### src/rtl/pe_pkg.sv
// rtl/pe_pkg.sv - shared types and defaults for the 1-D convolution row engine
package pe_pkg;
  localparam int DEF_DATA_WIDTH = 16;
  localparam int DEF_PSUM_WIDTH = 32;
  localparam int LEN_W          = 8;

  typedef enum logic [3:0] {
    IDLE, CLR, RD_F, CAP_F, RD_I, CAP_I, MAC, OUT, DONE
  } state_t;
endpackage

### src/rtl/pe_conv1d_row_if.sv
// rtl/pe_conv1d_row_if.sv - filter/ifmap FIFO read ports and psum stream
interface pe_conv1d_row_if #(
  parameter int DATA_WIDTH = pe_pkg::DEF_DATA_WIDTH,
  parameter int PSUM_WIDTH = pe_pkg::DEF_PSUM_WIDTH
);
  logic                  filt_rdy;
  logic                  filt_rd_en;
  logic                  filt_rd_inc;
  logic                  filt_rd_clr;
  logic [DATA_WIDTH-1:0] filt_data;
  logic                  if_rdy;
  logic                  if_rd_en;
  logic                  if_rd_inc;
  logic [DATA_WIDTH-1:0] if_data;
  logic [PSUM_WIDTH-1:0] psum_out;
  logic                  psum_valid;
  logic                  psum_ready;

  modport master (
    output filt_rd_en, filt_rd_inc, filt_rd_clr, if_rd_en, if_rd_inc, psum_out, psum_valid,
    input  filt_rdy, filt_data, if_rdy, if_data, psum_ready
  );

  modport slave (
    input  filt_rd_en, filt_rd_inc, filt_rd_clr, if_rd_en, if_rd_inc, psum_out, psum_valid,
    output filt_rdy, filt_data, if_rdy, if_data, psum_ready
  );
endinterface

### src/rtl/pe_mac.sv
// rtl/pe_mac.sv - signed multiply with wrapping accumulate, cleared on the first tap
module pe_mac
  import pe_pkg::*;
#(
  parameter int DATA_WIDTH = DEF_DATA_WIDTH,
  parameter int PSUM_WIDTH = DEF_PSUM_WIDTH
) (
  input  logic                         clk,
  input  logic                         rst,
  input  logic                         en,
  input  logic                         first,
  input  logic signed [DATA_WIDTH-1:0] a,
  input  logic signed [DATA_WIDTH-1:0] b,
  output logic        [PSUM_WIDTH-1:0] acc
);
  logic signed [2*DATA_WIDTH-1:0] prod;
  logic        [PSUM_WIDTH-1:0]   prod_ext;

  assign prod     = a * b;
  assign prod_ext = PSUM_WIDTH'(prod);

  always_ff @(posedge clk or posedge rst) begin
    if (rst) begin
      acc <= '0;
    end else if (en) begin
      acc <= first ? prod_ext : acc + prod_ext;
    end
  end
endmodule

### src/rtl/pe_conv1d_row.sv
// rtl/pe_conv1d_row.sv - row-stationary 1-D convolution engine: loads filter, slides
// an S-wide ifmap window and streams one psum per output position.
module pe_conv1d_row
  import pe_pkg::*;
#(
  parameter int DATA_WIDTH = DEF_DATA_WIDTH,
  parameter int PSUM_WIDTH = DEF_PSUM_WIDTH,
  parameter int FILT_SIZE  = 3
) (
  input  logic             clk,
  input  logic             rst,
  input  logic             start,
  input  logic [LEN_W-1:0] ifmap_len,
  pe_conv1d_row_if.master  bus,
  output logic             busy,
  output logic             done
);
  localparam int               KW     = $clog2(FILT_SIZE);
  localparam logic [KW-1:0]    K_LAST = KW'(FILT_SIZE - 1);
  localparam logic [LEN_W-1:0] S_LEN  = LEN_W'(FILT_SIZE);

  state_t                       state;
  logic [LEN_W-1:0]             len;
  logic [LEN_W-1:0]             o_cnt;
  logic [KW-1:0]                f_cnt;
  logic [KW-1:0]                i_cnt;
  logic [KW-1:0]                k;
  logic signed [DATA_WIDTH-1:0] filt_reg [FILT_SIZE];
  logic signed [DATA_WIDTH-1:0] win      [FILT_SIZE];
  logic                         clr_q;
  logic                         valid_q;
  logic [PSUM_WIDTH-1:0]        acc;

  // Read enables follow rdy combinationally so the word lands exactly in the CAP state.
  assign bus.filt_rd_en  = (state == RD_F) && bus.filt_rdy;
  assign bus.filt_rd_inc = bus.filt_rd_en;
  assign bus.if_rd_en    = (state == RD_I) && bus.if_rdy;
  assign bus.if_rd_inc   = bus.if_rd_en;
  assign bus.filt_rd_clr = clr_q;
  assign bus.psum_valid  = valid_q;
  assign bus.psum_out    = acc;

  pe_mac #(
    .DATA_WIDTH(DATA_WIDTH),
    .PSUM_WIDTH(PSUM_WIDTH)
  ) u_mac (
    .clk  (clk),
    .rst  (rst),
    .en   (state == MAC),
    .first(k == '0),
    .a    (filt_reg[k]),
    .b    (win[k]),
    .acc  (acc)
  );

  always_ff @(posedge clk or posedge rst) begin
    if (rst) begin
      state   <= IDLE;
      len     <= '0;
      o_cnt   <= '0;
      f_cnt   <= '0;
      i_cnt   <= '0;
      k       <= '0;
      clr_q   <= 1'b0;
      valid_q <= 1'b0;
      busy    <= 1'b0;
      done    <= 1'b0;
      for (int n = 0; n < FILT_SIZE; n++) begin
        filt_reg[n] <= '0;
        win[n]      <= '0;
      end
    end else begin
      case (state)
        IDLE: if (start) begin
          len   <= ifmap_len;
          o_cnt <= '0;
          f_cnt <= '0;
          i_cnt <= '0;
          k     <= '0;
          clr_q <= 1'b1;
          busy  <= 1'b1;
          state <= CLR;
        end
        CLR: begin
          clr_q <= 1'b0;
          if (len < S_LEN) begin
            done  <= 1'b1;
            state <= DONE;
          end else begin
            state <= RD_F;
          end
        end
        RD_F: if (bus.filt_rdy) state <= CAP_F;
        CAP_F: begin
          filt_reg[f_cnt] <= bus.filt_data;
          if (f_cnt == K_LAST) begin
            f_cnt <= '0;
            state <= RD_I;
          end else begin
            f_cnt <= f_cnt + 1'b1;
            state <= RD_F;
          end
        end
        RD_I: if (bus.if_rdy) state <= CAP_I;
        CAP_I: begin
          for (int n = 0; n < FILT_SIZE - 1; n++) win[n] <= win[n+1];
          win[FILT_SIZE-1] <= bus.if_data;
          // i_cnt saturates at S-1: once the window is primed every capture yields a psum.
          if (i_cnt != K_LAST) begin
            i_cnt <= i_cnt + 1'b1;
            state <= RD_I;
          end else begin
            k     <= '0;
            state <= MAC;
          end
        end
        MAC: begin
          if (k == K_LAST) begin
            k       <= '0;
            valid_q <= 1'b1;
            state   <= OUT;
          end else begin
            k <= k + 1'b1;
          end
        end
        OUT: if (bus.psum_ready) begin
          valid_q <= 1'b0;
          o_cnt   <= o_cnt + 1'b1;
          if (o_cnt == len - S_LEN) begin
            done  <= 1'b1;
            state <= DONE;
          end else begin
            state <= RD_I;
          end
        end
        DONE: begin
          done  <= 1'b0;
          busy  <= 1'b0;
          state <= IDLE;
        end
        default: state <= IDLE;
      endcase
    end
  end
endmodule

### src/flat_wrapper.sv
// flat-port wrapper written by rule: the top's interface ports become plain ports
module pe_conv1d_row_flat import pe_pkg::*;
#(
  parameter int DATA_WIDTH = DEF_DATA_WIDTH,
  parameter int PSUM_WIDTH = DEF_PSUM_WIDTH,
  parameter int FILT_SIZE  = 3
)
  (clk, rst, start, ifmap_len, busy, done, bus_filt_rd_en, bus_filt_rd_inc, bus_filt_rd_clr, bus_if_rd_en, bus_if_rd_inc, bus_psum_out, bus_psum_valid, bus_filt_rdy, bus_filt_data, bus_if_rdy, bus_if_data, bus_psum_ready);
  pe_conv1d_row_if #(.DATA_WIDTH(DATA_WIDTH), .PSUM_WIDTH(PSUM_WIDTH)) bus_i ();
  input  logic clk;
  input  logic rst;
  input  logic start;
  input  logic [LEN_W-1:0] ifmap_len;
  output logic busy;
  output logic done;
  output wire logic [$bits(bus_i.filt_rd_en)-1:0] bus_filt_rd_en;
  output wire logic [$bits(bus_i.filt_rd_inc)-1:0] bus_filt_rd_inc;
  output wire logic [$bits(bus_i.filt_rd_clr)-1:0] bus_filt_rd_clr;
  output wire logic [$bits(bus_i.if_rd_en)-1:0] bus_if_rd_en;
  output wire logic [$bits(bus_i.if_rd_inc)-1:0] bus_if_rd_inc;
  output wire logic [$bits(bus_i.psum_out)-1:0] bus_psum_out;
  output wire logic [$bits(bus_i.psum_valid)-1:0] bus_psum_valid;
  input wire logic [$bits(bus_i.filt_rdy)-1:0] bus_filt_rdy;
  input wire logic [$bits(bus_i.filt_data)-1:0] bus_filt_data;
  input wire logic [$bits(bus_i.if_rdy)-1:0] bus_if_rdy;
  input wire logic [$bits(bus_i.if_data)-1:0] bus_if_data;
  input wire logic [$bits(bus_i.psum_ready)-1:0] bus_psum_ready;
  assign bus_filt_rd_en = bus_i.filt_rd_en;
  assign bus_filt_rd_inc = bus_i.filt_rd_inc;
  assign bus_filt_rd_clr = bus_i.filt_rd_clr;
  assign bus_if_rd_en = bus_i.if_rd_en;
  assign bus_if_rd_inc = bus_i.if_rd_inc;
  assign bus_psum_out = bus_i.psum_out;
  assign bus_psum_valid = bus_i.psum_valid;
  assign bus_i.filt_rdy = bus_filt_rdy;
  assign bus_i.filt_data = bus_filt_data;
  assign bus_i.if_rdy = bus_if_rdy;
  assign bus_i.if_data = bus_if_data;
  assign bus_i.psum_ready = bus_psum_ready;
  pe_conv1d_row #(.DATA_WIDTH(DATA_WIDTH), .PSUM_WIDTH(PSUM_WIDTH), .FILT_SIZE(FILT_SIZE)) u_core (.clk(clk), .rst(rst), .start(start), .ifmap_len(ifmap_len), .bus(bus_i), .busy(busy), .done(done));
endmodule
### config.mk
export PLATFORM = sky130hd
export DESIGN_NAME = pe_conv1d_row_flat
export DESIGN_NICKNAME = d
export VERILOG_FILES = /design/src/rtl/pe_pkg.sv /design/src/rtl/pe_conv1d_row_if.sv /design/src/rtl/pe_mac.sv /design/src/rtl/pe_conv1d_row.sv /design/src/flat_wrapper.sv
export SDC_FILE = /design/constraint.sdc
export NUM_CORES = 1
export LEC_CHECK = 0
export CAP_MARGIN = 10
export CORE_ASPECT_RATIO = 1.5
export CORE_UTILIZATION = 45
export DETAILED_ROUTE_END_ITERATION = 6
export PLACE_DENSITY = 0.69
export SLEW_MARGIN = 20
export SYNTH_ARGS = -nofsm -noshare
export SYNTH_HDL_FRONTEND = slang
export SYNTH_SLANG_ARGS = --single-unit
export TNS_END_PERCENT = 30
### constraint.sdc
create_clock -name clk -period 9.3 [get_ports clk]
set_input_delay 1.86 -clock clk [delete_from_list [all_inputs] [get_ports clk]]
set_output_delay 1.86 -clock clk [all_outputs]
set_load 0.01 [all_outputs]
# --- Word-level counts from Yosys, hierarchy flattened ---
# Cells that the tools add are included.
word_totals:
  reg_bits: 158
  in_bits: 46
  elab_cells: 115
op_classes:
  addsub: 6
  mul: 1
  magnitude_cmp: 4
  n_eq_ne: 21
  mux: 41
  bitwise: 2
  n_reduce_logical: 23
ops:
  columns: ["operator", "count"]
  rows:
  - ["16-bit two-way mux", 5]
  - ["16-bit binary-select mux with 2-bit select", 2]
  - ["48-bit bitwise mux", 1]
  - ["32-bit adder", 1]
  - ["16-bit demux with 2-bit select", 1]
  - ["16-bit by 16-bit multiplier with 32-bit output", 1]
  - ["32-bit two-way mux", 1]
  - ["4-bit one-hot mux with 8 select lines", 1]
  - ["4-bit two-way mux", 7]
  - ["4-bit by 3-bit == test with 1-bit output (second input constant)", 4]
  - ["8-bit two-way mux", 2]
  - ["8-bit one-hot mux with 2 select lines", 1]
  - ["2-bit two-way mux", 6]
  - ["2-bit != test (second input constant)", 6]
  - ["3-bit AND reduction", 4]
  - ["2-bit nonzero test", 6]
  - ["8-bit by 1-bit adder with 8-bit output (second input constant)", 1]
  - ["4-bit by 2-bit == test with 1-bit output (second input constant)", 2]
  - ["8-bit == test", 1]
  - ["8-bit by 2-bit less-than comparator with 1-bit output (second input constant)", 1]
  - ["2-bit by 1-bit != test with 1-bit output (second input constant)", 4]
  - ["2-bit one-hot mux with 2 select lines", 2]
  - ["2-bit AND reduction", 4]
  - ["8-bit by 2-bit subtractor with 8-bit output (second input constant)", 1]
  - ["18 further kinds", 33]

# --- Longest topological paths before layout ---
depth:
  ltp_word: 7
  ltp_mapped: 39
  depth_no_buf: 37

# --- Modules after synthesis ---
# From an unflattened synthesis, not the netlist that was laid out.
unflattened:
  hier_cells: 1959
  hier_area_um2: 18740.5
by_module_without_submodules:
  columns: ["module", "n_inst", "cells_each", "area_each_um2", "seq_area_each_um2"]
  rows:
  - ["pe_mac", 1, 1455, 12806.0, 800.8]
  - ["pe_conv1d_row", 1, 504, 5934.4, 3153.0]

# --- Worst setup path before layout ---
# No wires, ideal clock.
synth_timing:
  path_kind: "flip-flop to flip-flop"
  from: "register u_core.k[1]"
  to: "register u_core.u_mac.acc[30]"
  setup_time_ns: 0.126
  t_arrival_ns: 8.983
  required_ns: 9.174
  setup_slack_ns: 0.192
  path_stages_with_launch: 38
  n_path_buf: 4
  path_cell_list: "dfrtp_1 > clkbuf_1 > buf_2 > mux2i_1 > nor2_1 > a21oi_1 > clkbuf_1 > nor2_1 > fa_1 > inv_1 > fa_1 > fa_1 > inv_1 > fa_1 > fa_1 > inv_1 > fa_1 > inv_1 > (+2 left out) > a31o_1 > a311o_2 > a21o_1 > a21o_1 > a21o_1 > a21oi_1 > xnor2_1 > ha_1 > clkbuf_1 > and2_1 > and4_1 > a32oi_1 > o21ai_1 > o41ai_2 > o21ai_1 > a311oi_1 > xor2_1 > a21oi_1"
synth_between:
  elab_chain_cells: 7
  elab_cells_between_ends: 11
synth_lines:
  columns: ["element", "line_no", "rtl"]
  rows:
  - ["start, declared", "pe_conv1d_row.sv:27", "logic [KW-1:0] k;"]
  - ["start signal, assigned", "pe_conv1d_row.sv:123", "k <= k + 1'b1;"]
  - ["2-bit inverter with 3-bit output (implied by the code)", "pe_conv1d_row.sv:51, pe_conv1d_row.sv:52", null]
  - ["16-bit binary-select mux with 2-bit select, on equally long branches", "pe_conv1d_row.sv:51, pe_conv1d_row.sv:52", null]
  - ["16-bit two-way mux, on equally long branches (2 in series)", "pe_conv1d_row.sv:51, pe_conv1d_row.sv:52", null]
  - ["16-bit by 16-bit multiplier with 32-bit output", "pe_mac.sv:19", "assign prod = a * b;"]
  - ["32-bit adder", "pe_mac.sv:26", "acc <= first ? prod_ext : acc + prod_ext;"]
  - ["32-bit two-way mux (*)", "pe_mac.sv:26", null]
  - ["end signal, assigned", "pe_mac.sv:26", null]
  - ["end, declared", "pe_mac.sv:14", "output logic [PSUM_WIDTH-1:0] acc"]
# Every way passes the cells marked *; elsewhere a longest branch is shown, timed or not. The select of a mux whose other input is x is not followed.
# A chain may end at the register's enable or synchronous reset.

# --- Final worst setup path ---
# Ends and elaborated chain as after synthesis.

==> results.txt <==
Detailed placer's ending HPWL -> 40700 microns
Fmax achieved -> 112 MHz
Hold path start -> u_core.win[42]
Slew headroom -> 0.323
Die height -> 251 microns
Number of enable flip-flop cells after synthesis -> 0
Slowest-stage cell, CP -> fa_1
CP Capture Type -> register
TritonCTS Buffers -> 17
Cells after synthesis -> 1987
Main synth FF type -> dfrtp_1
Antenna violations before repair -> 0
Most used cell, CP -> fa_1
Reg2Reg Depth -> 35
Cell total after placement -> 2569
CTS tree -> yes
Crit-path max FO -> 8
Arr. time, crit path -> 9.27 ns
I/O Pins -> 86
H-tree depth -> 4
Fin crit period -> 8.95 ns
Remaining global-route overflow -> 0
Ys Warns -> 0
Syn Nets -> 2414
First-pass GRT wire length -> 82900 microns
Row count -> 90
Core area -> 40500 sq um
Reg-to-reg endpoint -> u_core.u_mac.acc[30]
Starting density of the core -> 0.459
Layout area overhead -> 13.6%
Setup CP Type -> reg -> reg
Worst R2R Start -> u_core.k[1]
Number of port buffers -> 85
Post-DRT Antenna Nets -> 0
Total track usage -> 0.254
Flops & latches, synth -> 158
Vias post-DR -> 14300
Critical Path RT -> 9.62 ns
Vias in the first global route -> 15500
Final setup TNS -> 0 ns
Fin Hold WS -> 0.508 ns
Mean Syn Cell Area -> 9.37 sq um
DIE AREA -> 42200 sq um
Largest net degree at the start of global routing -> 83
# fillers -> 3693
Final Cell Area -> 21200 sq um
Num Clock Sinks -> 158
Initial DRC Count -> 814
Max Cap Violations -> 0
Clk slew on worst S/H paths -> 0.07 ns
Residual DRC -> 0
Worst hold stages -> 1
Root Driver -> clkbuf_16
Hold Path Class -> reg -> reg
Endpoints failing setup -> 0
Routed WL per cell -> 19.3 microns
Nets -> 2528
Clk_skew -> 0.0192 ns
Share of layout cells above drive strength 1 -> 0.115
Drt pass-1 iters -> 6
Cell Area, Placed -> 20300 sq um
Async set-reset flop share out of synthesis -> 1.00
Post-route insts no fill -> 2620
Outcome -> finished clean
Syn Std Cell Area -> 18600 sq um
CTS Buffer Depth -> 2
Chip Width -> 168 microns
RePlAce Congestion -> 0.933
Routed wire length -> 50700 microns
Via-to-Cell Ratio -> 5.47
Synth cell types -> 74
Final hold viol count -> 0
Slew Limit Fails -> 0
Antenna Cells -> 0
Post-synthesis sequential area ratio -> 0.212
CP Launch Type -> register
FF-to-FF setup slack -> 0.35 ns
Final period utilization -> 0.963
Worst Hold End -> u_core.win[42]
CP peak stage delay -> 0.53 ns
Slew @ Worst Pin -> 1.02 ns
Clock Latency Late Sink -> 0.46 ns
==> timing repair <==
action,CTS,global route
resized for setup,0,21
buffers inserted,0,16
hold buffers,0,0
setup endpoints to repair,0,9
==> metrics by stage <==
stage	util	setup slack, ns
after floorplan	-	0.192
after global placement	0.501	0.202
after detailed placement	0.501	0.109
after CTS	0.516	0.0417
after global routing	0.522	-0.0660
final	0.522	0.348
==> how the worst max path moves through the flow <==
| stage | from | end | slack (ns) | depth (start not counted) |
|---|---|---|---|---|
| after detailed placement | u_core.k[1] | u_core.u_mac.acc[30] | 0.11 | 32 |
| after global routing | u_core.k[1] | u_core.u_mac.acc[30] | -0.07 | 35 |
| after floorplan | u_core.k[1] | u_core.u_mac.acc[30] | 0.19 | 37 |
| final | u_core.k[1] | u_core.u_mac.acc[30] | 0.35 | 35 |
| after global placement | u_core.k[1] | u_core.u_mac.acc[30] | 0.20 | 32 |
| after CTS | u_core.k[1] | u_core.u_mac.acc[30] | 0.04 | 32 |
==> metal layers <==
metal	vias to the layer above	global-route usage	wire (microns)
li1	6616	-	-
met1	7222	0.297	19800
met2	371	0.469	27000
met3	110	0.0305	1890
met4	0	0.103	2010
met5	-	0	0
==> Yosys cell counts, drive strengths merged (4+ instances only) <==
library cell,number,area (sq um)
a211oi,16,130
a21o,27,203
a21oi,81,409
a22o,4,35.0
a31oi,11,68.8
and2,13,81.3
and3,16,105
buf,8,41.3
clkbuf,55,206
dfrtp,158,3950
fa,263,5270
ha,118,1480
inv,319,1200
mux2,97,1090
mux2i,37,370
nand2,231,867
nand2b,13,81.3
nand3,18,90.1
nand4,5,31.3
nor2,210,788
nor2b,11,68.8
nor3,15,75.1
nor4,4,25.0
o211ai,7,57.6
o21a,29,218
o21ai,75,375
o21bai,7,52.6
o31ai,4,35.0
or2,5,31.3
or3,6,37.5
xnor2,53,464
xor2,23,201
==> critical path: cells and delay by family, from the launching register on <==
| family | cells | cell delay [ns] |
|---|---|---|
| DFF | 1 | 0.50 |
| AOI/OAI and AO/OA | 12 | 2.58 |
| xor gates and xnor gates | 2 | 0.35 |
| buffers and inverters | 6 | 0.58 |
| and+or+nand+nor | 6 | 0.90 |
| muxes | 1 | 0.19 |
| adders and majority gates | 8 | 3.69 |
==> final cells by class <==
type                    count  area [sq um]  area share
clock buffers              17           425      0.0201
clock inverters            15           179     0.00846
inverters                 319          1200      0.0568
multi-input cells        1447         13300       0.629
flip-flops and latches    158          3960       0.187
well taps                 506           633      0.0299
repair buffers            158          1450      0.0687
==> placed cells by master (no fill, tap or decap), types with 4 or more instances in the layout <==
cell type	instances
a211oi_1	13
a21oi_1	79
o21a_1	26
nand2_1	231
a31oi_1	11
buf_4	64
nand3_1	17
mux2_2	96
ha_1	117
o211ai_1	6
o21bai_1	7
xor2_1	23
clkdlybuf4s50_1	85
nor4_1	4
o21ai_1	30
buf_6	4
a21o_1	27
nor3_1	14
inv_1	317
nor2_1	208
a22o_1	4
o21ai_0	40
nand4_1	5
fa_1	263
xnor2_1	53
o21ai_2	5
or3_1	6
nor2b_1	11
and2_1	12
clkbuf_16	18
nand2b_1	13
and3_1	15
mux2i_1	35
dfrtp_1	156
inv_6	6
==> cell families after synthesis <==
| family | count (synthesis) | share of synthesized area |
|---|---|---|
| flip-flops | 158 | 0.212 |
| adder cells (fa/ha/maj) | 381 | 0.362 |
| buffers and inverters | 382 | 0.0776 |
| AO/OA/AOI/OAI | 300 | 0.106 |
| AND/OR/NAND/NOR | 555 | 0.126 |
| XOR/XNOR | 76 | 0.0358 |
| multiplexers | 135 | 0.0798 |
Power is left out: the tool's default activity adds up to more than one toggle a clock period on the data nets, which glitch-free logic cannot reach.
